### src/rtl/game_flow_ctrl.sv
// Brick-breaker game-flow sequencer: serve/play/clear/end states, lives and stage tracking, flow pulses.
// Optional pause support is enabled by defining GAME_FLOW_CTRL_PAUSE_EN.
module game_flow_ctrl #(
   parameter int NUM_LIVES     = 3,
   parameter int LIFE_W        = 3,
   parameter int NUM_STAGES    = 4,
   parameter int STAGE_W       = 2,
   parameter int TIMER_W       = 26,
   parameter int SERVE_TIMEOUT = 0,
   parameter int CLEAR_DELAY   = 25_000_000
) (
   input  logic               i_clk,
   input  logic               i_rst,
   input  logic               i_shoot,
   input  logic               i_pause,
   input  logic               i_life_loss,
   input  logic               i_stage_clear,
   output logic [2:0]         o_state,
   output logic [LIFE_W-1:0]  o_lives,
   output logic [STAGE_W-1:0] o_stage,
   output logic               o_platform_grab,
   output logic               o_serve,
   output logic               o_shoot_fwd,
   output logic               o_startgame,
   output logic               o_endgame,
   output logic               o_win
);

   typedef enum logic [2:0] {
      S_START = 3'd0,
      S_SERVE = 3'd1,
      S_PLAY  = 3'd2,
      S_PAUSE = 3'd3,
      S_CLEAR = 3'd4,
      S_OVER  = 3'd5,
      S_WIN   = 3'd6
   } state_e;

   localparam logic [LIFE_W-1:0]  LIVES_INIT = LIFE_W'(NUM_LIVES);
   localparam logic [STAGE_W-1:0] LAST_STAGE = STAGE_W'(NUM_STAGES - 1);
   localparam logic [TIMER_W-1:0] SERVE_LAST = TIMER_W'(SERVE_TIMEOUT - 1);
   localparam logic [TIMER_W-1:0] CLEAR_LAST = TIMER_W'(CLEAR_DELAY - 1);
   localparam logic               AUTO_SERVE = (SERVE_TIMEOUT != 0);

   state_e               state_q, state_d;
   logic [LIFE_W-1:0]    lives_q, lives_d;
   logic [STAGE_W-1:0]   stage_q, stage_d;
   logic [TIMER_W-1:0]   timer_q, timer_d;
   logic                 shoot_q;
   logic                 shoot_rise;
   logic                 pause_rise;
   logic                 grab_q, grab_d;
   logic                 serve_q, serve_d;
   logic                 start_q, start_d;
   logic                 end_q, end_d;
   logic                 win_q, win_d;

   assign shoot_rise = i_shoot & ~shoot_q;

`ifdef GAME_FLOW_CTRL_PAUSE_EN
   logic pause_q;

   always_ff @(posedge i_clk) begin
      if (i_rst) pause_q <= 1'b0;
      else       pause_q <= i_pause;
   end

   assign pause_rise = i_pause & ~pause_q;
`else
   logic unused_pause;

   assign unused_pause = i_pause;
   assign pause_rise   = 1'b0;
`endif

   // State register: FSM state, counters, edge detector and registered outputs.
   always_ff @(posedge i_clk) begin
      if (i_rst) begin
         state_q <= S_START;
         lives_q <= '0;
         stage_q <= '0;
         timer_q <= '0;
         shoot_q <= 1'b0;
         grab_q  <= 1'b0;
         serve_q <= 1'b0;
         start_q <= 1'b0;
         end_q   <= 1'b0;
         win_q   <= 1'b0;
      end else begin
         state_q <= state_d;
         lives_q <= lives_d;
         stage_q <= stage_d;
         timer_q <= timer_d;
         shoot_q <= i_shoot;
         grab_q  <= grab_d;
         serve_q <= serve_d;
         start_q <= start_d;
         end_q   <= end_d;
         win_q   <= win_d;
      end
   end

   always_comb begin
      state_d = state_q;
      lives_d = lives_q;
      stage_d = stage_q;
      case (state_q)
         S_START: begin
            if (shoot_rise) begin
               state_d = S_SERVE;
               lives_d = LIVES_INIT;
               stage_d = '0;
            end
         end
         S_SERVE: begin
            if (shoot_rise || (AUTO_SERVE && timer_q == SERVE_LAST)) state_d = S_PLAY;
         end
         S_PLAY: begin
            // Life loss outranks a same-cycle stage clear, which is dropped.
            if (i_life_loss) begin
               lives_d = (lives_q != '0) ? lives_q - LIFE_W'(1) : '0;
               state_d = (lives_q <= LIFE_W'(1)) ? S_OVER : S_SERVE;
            end else if (i_stage_clear) begin
               if (stage_q >= LAST_STAGE) begin
                  state_d = S_WIN;
               end else begin
                  stage_d = stage_q + STAGE_W'(1);
                  state_d = S_CLEAR;
               end
            end else if (pause_rise) begin
               state_d = S_PAUSE;
            end
         end
         S_PAUSE: begin
            if (pause_rise) state_d = S_PLAY;
         end
         S_CLEAR: begin
            if (timer_q == CLEAR_LAST) state_d = S_SERVE;
         end
         S_OVER, S_WIN: begin
            if (shoot_rise) state_d = S_START;
         end
         default: state_d = S_START;
      endcase

      // Timer restarts on every state change and only runs where it is consumed.
      if (state_d != state_q || (state_q != S_SERVE && state_q != S_CLEAR)) timer_d = '0;
      else if (timer_q == '1)                                                timer_d = timer_q;
      else                                                                   timer_d = timer_q + TIMER_W'(1);
   end

   always_comb begin
      grab_d  = (state_d == S_SERVE);
      serve_d = (state_q == S_SERVE) && (state_d == S_PLAY);
      start_d = (state_q == S_START) && (state_d == S_SERVE);
      end_d   = (state_q == S_PLAY) && (state_d == S_OVER || state_d == S_WIN);
      win_d   = (state_q == S_PLAY) && (state_d == S_WIN);
   end

   assign o_state         = state_q;
   assign o_lives         = lives_q;
   assign o_stage         = stage_q;
   assign o_platform_grab = grab_q;
   assign o_serve         = serve_q;
   assign o_startgame     = start_q;
   assign o_endgame       = end_q;
   assign o_win           = win_q;
   assign o_shoot_fwd     = i_shoot & (state_q == S_SERVE || state_q == S_PLAY);

endmodule

### config.mk
export PLATFORM = sky130hd
export DESIGN_NAME = game_flow_ctrl
export DESIGN_NICKNAME = d
export VERILOG_FILES = /design/src/rtl/game_flow_ctrl.sv
export SDC_FILE = /design/constraint.sdc
export NUM_CORES = 1
export LEC_CHECK = 0
export CORE_AREA = 4 4 88 69
export CTS_CLUSTER_DIAMETER = 60
export DETAILED_ROUTE_END_ITERATION = 16
export DIE_AREA = 0 0 92 73
export HOLD_SLACK_MARGIN = 0.02
export PLACE_DENSITY = 0.55
export SYNTH_ARGS = -nofsm -noshare
export SYNTH_HDL_FRONTEND = slang
export SYNTH_SLANG_ARGS = --single-unit
### constraint.sdc
create_clock -name i_clk -period 3.85 [get_ports i_clk]
set_clock_uncertainty 0.1 [all_clocks]
set_input_delay 0.77 -clock i_clk [delete_from_list [all_inputs] [get_ports i_clk]]
set_output_delay 0.77 -clock i_clk [all_outputs]
set_load 0.005 [all_outputs]
==> out/results.txt <==
Cell mode on critical path -> clkdlybuf4s50_1
GPL Wtd Cong -> 0.797
Hold slack final -> 376 ps
Final worst slack -> 972 ps
Main combinational cell family by area after synthesis -> simple AND/OR/NAND/NOR gates
P_leak -> 0.739 nW
Utilization after layout -> 45.4%
Largest net degree at the start of global routing -> 27
Relative slew slack -> 32.6%
Routed vias -> 1724
Avg Synthesized Cell Area -> 8.43 µm²
Hold_buf cts -> 0
Clock Sinks -> 40
FMAX -> 347 MHz
Grt total ovfl -> 0
CTS tree -> yes
Mux cell area share after synthesis -> 0.981%
First-pass GRT wire length -> 7500 µm
Cell family with most CP delay -> buffers and inverters
Vias/cell -> 5.19
Drt wl/cell -> 13.0 µm
Worst-Skew Late Latency -> 290 ps
1st-iter DRT viols -> 123
Die width -> 92 µm
Die Span Y -> 73 µm
Die ar. -> 6720 µm²
Largest vdd supply drop -> 0.000193 V
Post-Syn Instances -> 242
Crit path arrival time -> 2010 ps
Final hold violations -> 0
Fin crit share -> 74.8%
Logic gate share of total power -> 8.4%
Sequential group share of total power -> 49.0%
Sequential-to-total area share from yosys stat -> 39.2%
Register area -> 801 µm²
Internal -> 0.687 mW
Filler cells -> 530
Syn-to-layout area delta -> 16.4%
Initial Util -> 39.0%
Clk pwr share -> 42.6%
Setup TNS Final -> 0 ps
TritonRoute pass-1 iters -> 4
Syn_nets -> 252
Crit. End Element -> output port
Outcome -> completed
Clk root buf -> clkbuf_8
Aggregate global-route resource usage -> 14.0%
Antenna diode count -> 0
Worst stage delay on the critical path -> 530 ps
Slew Limit Fails -> 0
H-tree levels -> 2
Vias in the first global route -> 1549
Synthesis-stage register bit count -> 40
Kind of critical path -> input pin to output port
Fin crit period -> 2880 ps
Core Region -> 5240 µm²
Crit-path cells -> clkdlybuf4s50_1 > nor3b_1 > clkdlybuf4s50_1
Final setup violating endpoints -> 0
Worst-case clock buffer depth -> 2
CP bufs+invs -> 2
Post-Syn Area -> 2040 µm²
FP Rows -> 23
Post-synth EDFFs -> 0
Worst path required time -> 2980 ps
Post-detail-place hpwl -> 3110 µm
Synth Area in Simple Gates -> 29.2%
Most frequent cells in the layout -> dfxtp_1, nor2_1, clkdlybuf4s50_1
Worst min path class -> register to register
I/O Buffers -> 18
Nets -> 266
Fraction of layout cells with a size suffix above 1 -> 8.17%
Sw power -> 0.192 mW
Worst setup SP type -> input pin
Placement Setup Slack -> 959 ps
Post-CTS setup buffers -> 0
Fraction of registers with async set/reset -> 0%
Adder-Cell Fraction of Synth Area -> 2.45%
Residual DRC count -> 0
RSZ-0062 raised after global routing -> false
Cts bufs inserted -> 5
Synth Warn # -> 0
Worst path slowest cell -> clkdlybuf4s50_1
Most used flip-flop cell after synthesis -> dfxtp_1
Crit path max fanout -> 5
Post-synthesis xor/xnor area fraction -> 8.58%
Post-Route WL -> 4300 µm
Clk pin slew, worst setup/hold paths -> 80 ps
I/O pin cnt -> 20
Initial antenna violation count -> 0
CTS resizes -> 0
Post-synthesis compound-gate area fraction -> 14.5%
Most common cell after layout, fill and taps aside -> dfxtp_1
Switching Fraction -> 21.9%
Yosys cell types -> 48
Slew @ Worst Pin -> 1000 ps
PwrDens -> 370 nW/µm²
Multi-input gate area in the final layout -> 1140 µm²
Detail Route Antenna Nets -> 0
Max-Cap Viols -> 0
## final timing paths
path	from	endpoint	slack, ps	depth (start not counted)
worst min register to register	o_stage[1]$_SDFFE_PP0P_	o_stage[1]$_SDFFE_PP0P_	380	2
worst max-delay path	i_shoot	o_shoot_fwd	970	3
worst min-delay path	o_stage[1]$_SDFFE_PP0P_	o_stage[1]$_SDFFE_PP0P_	380	2
worst max register to register	timer_q[0]$_SDFFE_PP0P_	timer_q[9]$_SDFFE_PP0P_	1340	6
## cell type report
class,count,area share [%]
Clock buffer,7,4.05
Clock inverter,1,1.26
Inverter,8,1.26
Multi-Input combinational cell,182,47.9
Sequential cell,40,33.7
Tap cell,75,3.95
Timing Repair Buffer,19,7.90
## state kept, by name, indices dropped and copies added (netlist names)
signal / count
o_platform_grab: 1
o_startgame: 1
o_win: 1
o_serve: 1
timer_q: 26
shoot_q: 1
o_stage: 2
o_endgame: 1
o_state: 3
o_lives: 3
## metrics by stage
step | std cells | power [mW] | instance area (µm²)
final | 332 | 0.879 | 2380
after global routing | 332 | 0.919 | 2380
after CTS | 332 | 0.892 | 2380
after detailed placement | 324 | 0.514 | 2250
after global placement | 324 | 0.515 | 2250
after floorplan | 242 | 0.485 | 2040
## cells by family after synthesis
group | count (synthesis)
mux | 2
fa+ha+maj | 4
buf+inv | 20
simple gates | 111
compound gates | 45
flops | 40
xor+xnor | 20
## metal layers
layer / vias to the layer above / track usage (%) / part of all wire [%]
li1: 892 / - / -
met1: 798 / 21.9 / 56
met2: 32 / 18.5 / 38
met3: 2 / 4.43 / 4.9
met4: 0 / 2.64 / 0.35
met5: - / 0 / 0
## synth_stat cells (all sizes together) (2+ instances only)
cell type,count,area (µm²)
o21ai,15,78.8
a21oi,12,60.1
and3,2,12.5
and2,3,18.8
nand3,8,40.0
xnor2,12,105
and4,6,52.6
a31oi,2,12.5
buf,5,46.3
ha,4,50.1
nor2,37,139
clkbuf,7,26.3
xor2,8,70.1
or2,2,12.5
o31ai,2,20.0
inv,8,30.0
nand2b,3,18.8
nor3b,3,22.5
or4,2,18.8
o211ai,4,35.0
dfxtp,40,801
nand2,15,56.3
nor3,3,15.0
nor2b,4,25.0
or3,2,12.5
nand4,12,81.3
nor4,6,43.8
mux2i,2,20.0
a211oi,3,27.5
o2111ai,3,26.3
## worst reg2reg max path, delay by kind of cell (launching register included)
family	cells	cell delay [ps]
compound gates	2	620
simple gates	3	1030
flops	1	390
fa+ha+maj	1	220
## power groups by stage
| stage | Sequential [mW] | Combinational, mW | Clock (mW) |
|---|---|---|---|
| 6_report | 0.431 | 0.0734 | 0.375 |
| 5_1_grt | 0.432 | 0.0810 | 0.406 |
| 4_1_cts | 0.431 | 0.0741 | 0.387 |
| 3_5_place_dp | 0.440 | 0.0739 | 0 |
| 3_3_place_gp | 0.440 | 0.0743 | 0 |
| 2_1_floorplan | 0.438 | 0.0473 | 0 |
Power figures use the tool's default switching activity.
